--- config.mk ---
export PLATFORM = sky130hd
export DESIGN_NAME = riscv_base_mul_arbiter
export DESIGN_NICKNAME = d
export VERILOG_FILES = /design/src/rtl/riscv_base_mul_arbiter_pkg.sv /design/src/rtl/riscv_base_mul_arbiter_tag_pipe.sv /design/src/rtl/riscv_base_mul_arbiter.sv
export SDC_FILE = /design/constraint.sdc
export NUM_CORES = 1
export LEC_CHECK = 0
export ABC_AREA = 1
export BUFFER_PORTS_ARGS = -buffer_cell sky130_fd_sc_hd__buf_2
export CAP_MARGIN = 20
export CORE_AREA = 2 2 166 168
export CTS_BUF_LIST = sky130_fd_sc_hd__clkbuf_2
export DETAILED_ROUTE_END_ITERATION = 7
export DIE_AREA = 0 0 168 170
export PLACE_DENSITY_LB_ADDON = 0.3
export REMOVE_ABC_BUFFERS = 1
export SETUP_SLACK_MARGIN = 0.3
export SLEW_MARGIN = 5
export SYNTH_ARGS = -nofsm -noshare
export SYNTH_HDL_FRONTEND = slang
export SYNTH_HIERARCHICAL = 1
export SYNTH_SLANG_ARGS = --single-unit
--- constraint.sdc ---
create_clock -name clk_i -period 2.7 [get_ports clk_i]
set_input_delay 0.54 -clock clk_i [delete_from_list [all_inputs] [get_ports clk_i]]
set_output_delay 0.54 -clock clk_i [all_outputs]
set_load 0.005 [all_outputs]
--- src/rtl/riscv_base_mul_arbiter_pkg.sv ---
`default_nettype none
// ============================================================================
// Module      : riscv_base_mul_arbiter_pkg
// Description : Shared types and constants for the two-requester multiplier
//               arbiter: tag layout, id/rd widths, RV32M multiply encodings.
// Revision    : 1.0 - initial release
// ============================================================================
package riscv_base_mul_arbiter_pkg;

  localparam int XLEN = 32;
  localparam int ID_W = 1;
  localparam int RD_W = 5;

  // RV32M multiply encodings (opcode 0110011, funct7 0000001)
  localparam logic [31:0] INST_MUL_MASK    = 32'hFE00707F;
  localparam logic [31:0] INST_MUL         = 32'h02000033;
  localparam logic [31:0] INST_MULH        = 32'h02001033;
  localparam logic [31:0] INST_MULHSU      = 32'h02002033;
  localparam logic [31:0] INST_MULHU       = 32'h02003033;

  // One in-flight operation: owner id and destination register
  typedef struct packed {
    logic            valid;
    logic [ID_W-1:0] id;
    logic [RD_W-1:0] rd;
  } mul_tag_t;

  // True when the instruction word is one of the four multiply forms
  function automatic logic is_mul_op(input logic [31:0] op);
    logic [31:0] masked;
    masked = op & INST_MUL_MASK;
    return (masked == INST_MUL) || (masked == INST_MULH) ||
           (masked == INST_MULHSU) || (masked == INST_MULHU);
  endfunction

endpackage
`default_nettype wire

--- src/rtl/riscv_base_mul_arbiter_tag_pipe.sv ---
`default_nettype none
// ============================================================================
// Module      : riscv_base_mul_arbiter_tag_pipe
// Description : STAGES-deep shift register of {valid, id, rd} that travels in
//               lock-step with the multiplier pipeline; freezes on hold.
// Revision    : 1.0 - initial release
// ============================================================================
module riscv_base_mul_arbiter_tag_pipe
  import riscv_base_mul_arbiter_pkg::*;
#(
  parameter int STAGES = 2
) (
  input  logic     clk_i,
  input  logic     rst_i,
  input  logic     hold_i,
  input  mul_tag_t tag_in,
  output mul_tag_t tag_out,
  output logic     any_valid
);

  mul_tag_t stage_q [STAGES];

  // Shift the tags one stage per non-held cycle; reset drops everything in flight
  always_ff @(posedge clk_i) begin
    if (rst_i) begin
      for (int i = 0; i < STAGES; i++) begin
        stage_q[i] <= '0;
      end
    end else if (!hold_i) begin
      stage_q[0] <= tag_in;
      for (int i = 1; i < STAGES; i++) begin
        stage_q[i] <= stage_q[i-1];
      end
    end
  end

  // Any occupied stage means work is still in flight
  always_comb begin
    any_valid = 1'b0;
    for (int i = 0; i < STAGES; i++) begin
      any_valid = any_valid | stage_q[i].valid;
    end
  end

  assign tag_out = stage_q[STAGES-1];

endmodule
`default_nettype wire

--- src/rtl/riscv_base_mul_arbiter.sv ---
`default_nettype none
// ============================================================================
// Module      : riscv_base_mul_arbiter
// Description : Round-robin arbiter sharing one pipelined multiplier between
//               two requesters; tags each issue and routes results back.
// Revision    : 1.0 - initial release
// ============================================================================
module riscv_base_mul_arbiter
  import riscv_base_mul_arbiter_pkg::*;
#(
  parameter int MULT_STAGES = 2
) (
  input  logic            clk_i,
  input  logic            rst_i,
  input  logic            hold_i,
  input  logic            req0_valid_i,
  output logic            req0_ready_o,
  input  logic [XLEN-1:0] req0_opcode_i,
  input  logic [XLEN-1:0] req0_ra_operand_i,
  input  logic [XLEN-1:0] req0_rb_operand_i,
  input  logic [RD_W-1:0] req0_rd_idx_i,
  input  logic            req1_valid_i,
  output logic            req1_ready_o,
  input  logic [XLEN-1:0] req1_opcode_i,
  input  logic [XLEN-1:0] req1_ra_operand_i,
  input  logic [XLEN-1:0] req1_rb_operand_i,
  input  logic [RD_W-1:0] req1_rd_idx_i,
  output logic            mul_valid_o,
  output logic [XLEN-1:0] mul_opcode_o,
  output logic [XLEN-1:0] mul_ra_operand_o,
  output logic [XLEN-1:0] mul_rb_operand_o,
  output logic [RD_W-1:0] mul_rd_idx_o,
  output logic            mul_hold_o,
  input  logic [XLEN-1:0] mul_result_i,
  output logic            resp0_valid_o,
  output logic [RD_W-1:0] resp0_rd_idx_o,
  output logic [XLEN-1:0] resp0_value_o,
  output logic            resp1_valid_o,
  output logic [RD_W-1:0] resp1_rd_idx_o,
  output logic [XLEN-1:0] resp1_value_o,
  output logic            busy_o
);

  logic     prio_q;
  logic     grant0;
  logic     grant1;
  mul_tag_t tag_in;
  mul_tag_t tag_last;
  logic     tags_busy;
  logic     resp_fire;

  // Grant a lone requester, or the one the pointer favours on a conflict
  always_comb begin
    grant0 = !hold_i && req0_valid_i && (!req1_valid_i || (prio_q == 1'b0));
    grant1 = !hold_i && req1_valid_i && (!req0_valid_i || (prio_q == 1'b1));
  end

  // Pointer moves to the loser after every grant so both sides alternate
  always_ff @(posedge clk_i) begin
    if (rst_i) begin
      prio_q <= 1'b0;
    end else if (grant0) begin
      prio_q <= 1'b1;
    end else if (grant1) begin
      prio_q <= 1'b0;
    end
  end

  // Steer the winner onto the multiplier port; zeros when nothing issues
  always_comb begin
    mul_valid_o      = grant0 | grant1;
    mul_opcode_o     = '0;
    mul_ra_operand_o = '0;
    mul_rb_operand_o = '0;
    mul_rd_idx_o     = '0;
    tag_in           = '0;
    if (grant0) begin
      mul_opcode_o     = req0_opcode_i;
      mul_ra_operand_o = req0_ra_operand_i;
      mul_rb_operand_o = req0_rb_operand_i;
      mul_rd_idx_o     = req0_rd_idx_i;
      tag_in           = '{valid: 1'b1, id: 1'b0, rd: req0_rd_idx_i};
    end else if (grant1) begin
      mul_opcode_o     = req1_opcode_i;
      mul_ra_operand_o = req1_ra_operand_i;
      mul_rb_operand_o = req1_rb_operand_i;
      mul_rd_idx_o     = req1_rd_idx_i;
      tag_in           = '{valid: 1'b1, id: 1'b1, rd: req1_rd_idx_i};
    end
  end

  assign req0_ready_o = grant0;
  assign req1_ready_o = grant1;
  assign mul_hold_o   = hold_i;

  riscv_base_mul_arbiter_tag_pipe #(
    .STAGES (MULT_STAGES)
  ) u_tag_pipe (
    .clk_i     (clk_i),
    .rst_i     (rst_i),
    .hold_i    (hold_i),
    .tag_in    (tag_in),
    .tag_out   (tag_last),
    .any_valid (tags_busy)
  );

  // Route the returning result to its owner; held cycles deliver nothing
  always_comb begin
    resp_fire      = tag_last.valid && !hold_i;
    resp0_valid_o  = resp_fire && (tag_last.id == 1'b0);
    resp1_valid_o  = resp_fire && (tag_last.id == 1'b1);
    resp0_rd_idx_o = resp0_valid_o ? tag_last.rd : '0;
    resp1_rd_idx_o = resp1_valid_o ? tag_last.rd : '0;
    resp0_value_o  = resp0_valid_o ? mul_result_i : '0;
    resp1_value_o  = resp1_valid_o ? mul_result_i : '0;
  end

  assign busy_o = tags_busy | req0_valid_i | req1_valid_i;

  // Non-M opcodes are legal here; they ride the pipe and return zero
  cover property (@(posedge clk_i) disable iff (rst_i)
                  mul_valid_o && !is_mul_op(mul_opcode_o));

endmodule
`default_nettype wire

==> results.cfg <==
[run]
drv_cap = 0

[global_route]
grt_max_degree = 79
grt_pass1_wl_um = 24080
grt_pass1_vias = 4086
antenna_found_initial = 6
gr-total-overflow = 0
grt_util_all_layers = 0.1112

[power]
net-switching-power_mw = 0.3739
comb_power_share = 0.586
power.internal_mw = 0.5814
seqPwrFrac = 0.286
finalPower_mw = 0.9553
clkPwrFrac = 0.128
p_leak_nw = 3.478
p_per_area_nw_per_um2 = 191.8
power.switching_fraction = 0.3914
peakVddDrop_v = 0.00006915

[synth]
synthCells = 525
synth.distinct_cells = 19
syn_area_per_cell_um2 = 4.917
yosysWarnings = 6
async_flop_share = 0
synthDominantCellAreaShare = 0.4493
ys_seq_area_frac = 0.1706
ys_top_cells_by_count = nand2_1 (309), nor2_1 (78), inv_1 (55), buf_4 (22), edfxtp_1 (14)
synth_ff_type = edfxtp_1
synthTopCellsByArea = nand2_1 (45%), edfxtp_1 (16%), nor2_1 (11%)
syn_area_um2 = 2581
ys_ff_latch = 15
synth_edf_count = 14
yosysMostFrequentCell = nand2_1
synth_top_area_cell = nand2_1

[setup_path]
arrival_ns = 1.70
crit_type = input pin to output pin
worst_r2r_path_depth = 10
crit_path_end_kind = output pin
required_ns = 2.16
cp_max_fo = 19
crit_path_start_kind = input pin

[drt]
drt_iter0_drc = 155
dr.pass1.iters = 4
drc_errors = 0
routed_wl_um = 17510
viasPerCell = 3.502
vias = 4419
wire_per_inst_um = 13.87
drt.antenna.violating_nets = 0

[min_path]
hold_class = input pin to register
hold_path_depth = 2

[final_layout]
final_nets = 1158
stdcell_count = 1262
drive_gt1_frac = 0.4956
fillers = 3157
area_growth_pct = 92.92

[placement]
placed_cells = 1253
routabilityCongestion = 0.7945
dp_slack_ns = 0.4104
io_buffer_count = 420
place_hpwl_um = 15280

[sta]
worst_pin_slew_ns = 0.6716
setup_tns_ns = 0
whs_ns = 0.3779
finalSetupViolations = 0
skew_ns = 0.01704
finalMaxSlewViolations = 0
finalCritPeriodShare = 0.8282
rsz0062_at_grt = false
layout_min_cycle_time_ns = 2.236
setup_slack_ns = 0.4638
max-slew-margin-rel = 0.5512
hold_viol_final = 0
fmax_mhz = 447.2

[floorplan]
dieArea_um2 = 28560
rows = 60
die_y_um = 170
ios = 421
core_area_um2 = 26650
die_x_um = 168
start_util = 0.09685

[status]
status = completed

[clock_tree]
cts.htree.levels = 1
cts.sinks = 15
clk_pin_slew_ns = 0.17
root_buffer = clkbuf_2
cts_tree = built
post-cts-setup-buffers = 0
cts_buffers = 3
ctsLongestPathBuffers = 2
clk_latency_ns = 0.32
## layout make-up
cell class | instances | area (um2) | share of cell area
Multi-Input combinational cell | 406 | 1577 | 0.3166
Clock buffer | 4 | 20.02 | 0.004020
Antenna cell | 3 | 7.507 | 0.001508
Timing Repair Buffer | 433 | 2280 | 0.4578
Sequential cell | 15 | 441.7 | 0.08869
Tap cell | 341 | 426.7 | 0.08568
Inverter | 60 | 227.7 | 0.04573
## layer usage
metal | global-route usage | wire length (um) | vias up | part of all wire
li1 | - | - | 2283 | -
met1 | 0.1308 | 7230 | 1861 | 0.41
met2 | 0.2077 | 8661 | 260 | 0.49
met3 | 0.02349 | 1431 | 11 | 0.082
met4 | 0.02193 | 160 | 4 | 0.0091
met5 | 0 | 21 | - | 0.0012
## flip-flops by register name, summed over array words and instances (netlist names)
| name | count |
|---|---|
| u_tag_pipe/stage_q | 14 |
| prio_q | 1 |
## worst max-delay path, cell delays in order
cell      delay [ns]
buf_2           0.13
inv_2           0.10
nand3_1         0.13
clkinv_2        0.12
buf_12          0.18
buf_16          0.17
nand2_1         0.09
nand2_1         0.10
buf_2           0.12
## power by group through the flow
| stage | Combinational [mW] | Sequential, mW | Clock (mW) |
|---|---|---|---|
| 3_3_place_gp | 0.560 | 0.279 | 0 |
| 2_1_floorplan | 0.191 | 0.277 | 0 |
| 6_report | 0.560 | 0.274 | 0.122 |
| 4_1_cts | 0.561 | 0.274 | 0.133 |
| 3_5_place_dp | 0.557 | 0.279 | 0 |
| 5_1_grt | 0.632 | 0.275 | 0.140 |
## path summary, 6_finish.rpt
path	from	to	slack [ns]
max	hold_i	mul_opcode_o[9]	0.46
min	rst_i	prio_q	0.38
max reg2reg	prio_q	u_tag_pipe/stage_q[0][3]	1.14
min reg2reg	prio_q	prio_q	0.51
## logic make-up after synthesis
group	share of synthesized area
simple gates	0.6088
buf+inv	0.2186
flops	0.1706
compound gates	0.001937
## metrics by stage
step / cell area [um2] / utilization
after floorplan: 2242 / -
after global placement: 4893 / 0.1836
after detailed placement: 4893 / 0.1836
after CTS: 4913 / 0.1844
after global routing: 4977 / 0.1868
final: 4980 / 0.1869
## placed cells by master (no fill, tap or decap), drive strengths merged
| cell type | n |
|---|---|
| dfxtp | 1 |
| nand3b | 1 |
| diode | 3 |
| nand3 | 4 |
| clkbuf | 6 |
| buf | 431 |
| nand2 | 310 |
| edfxtp | 14 |
| inv | 58 |
| or2 | 1 |
| a21oi | 1 |
| clkinv | 2 |
| nor2 | 88 |
| or3 | 1 |
## what timing repair did
item | CTS | global route
resized for setup | 0 | 2
endpoints found under the setup margin | 0 | 14
hold buffers | 0 | 0
Note: power is estimated with default switching activity, not from simulation.
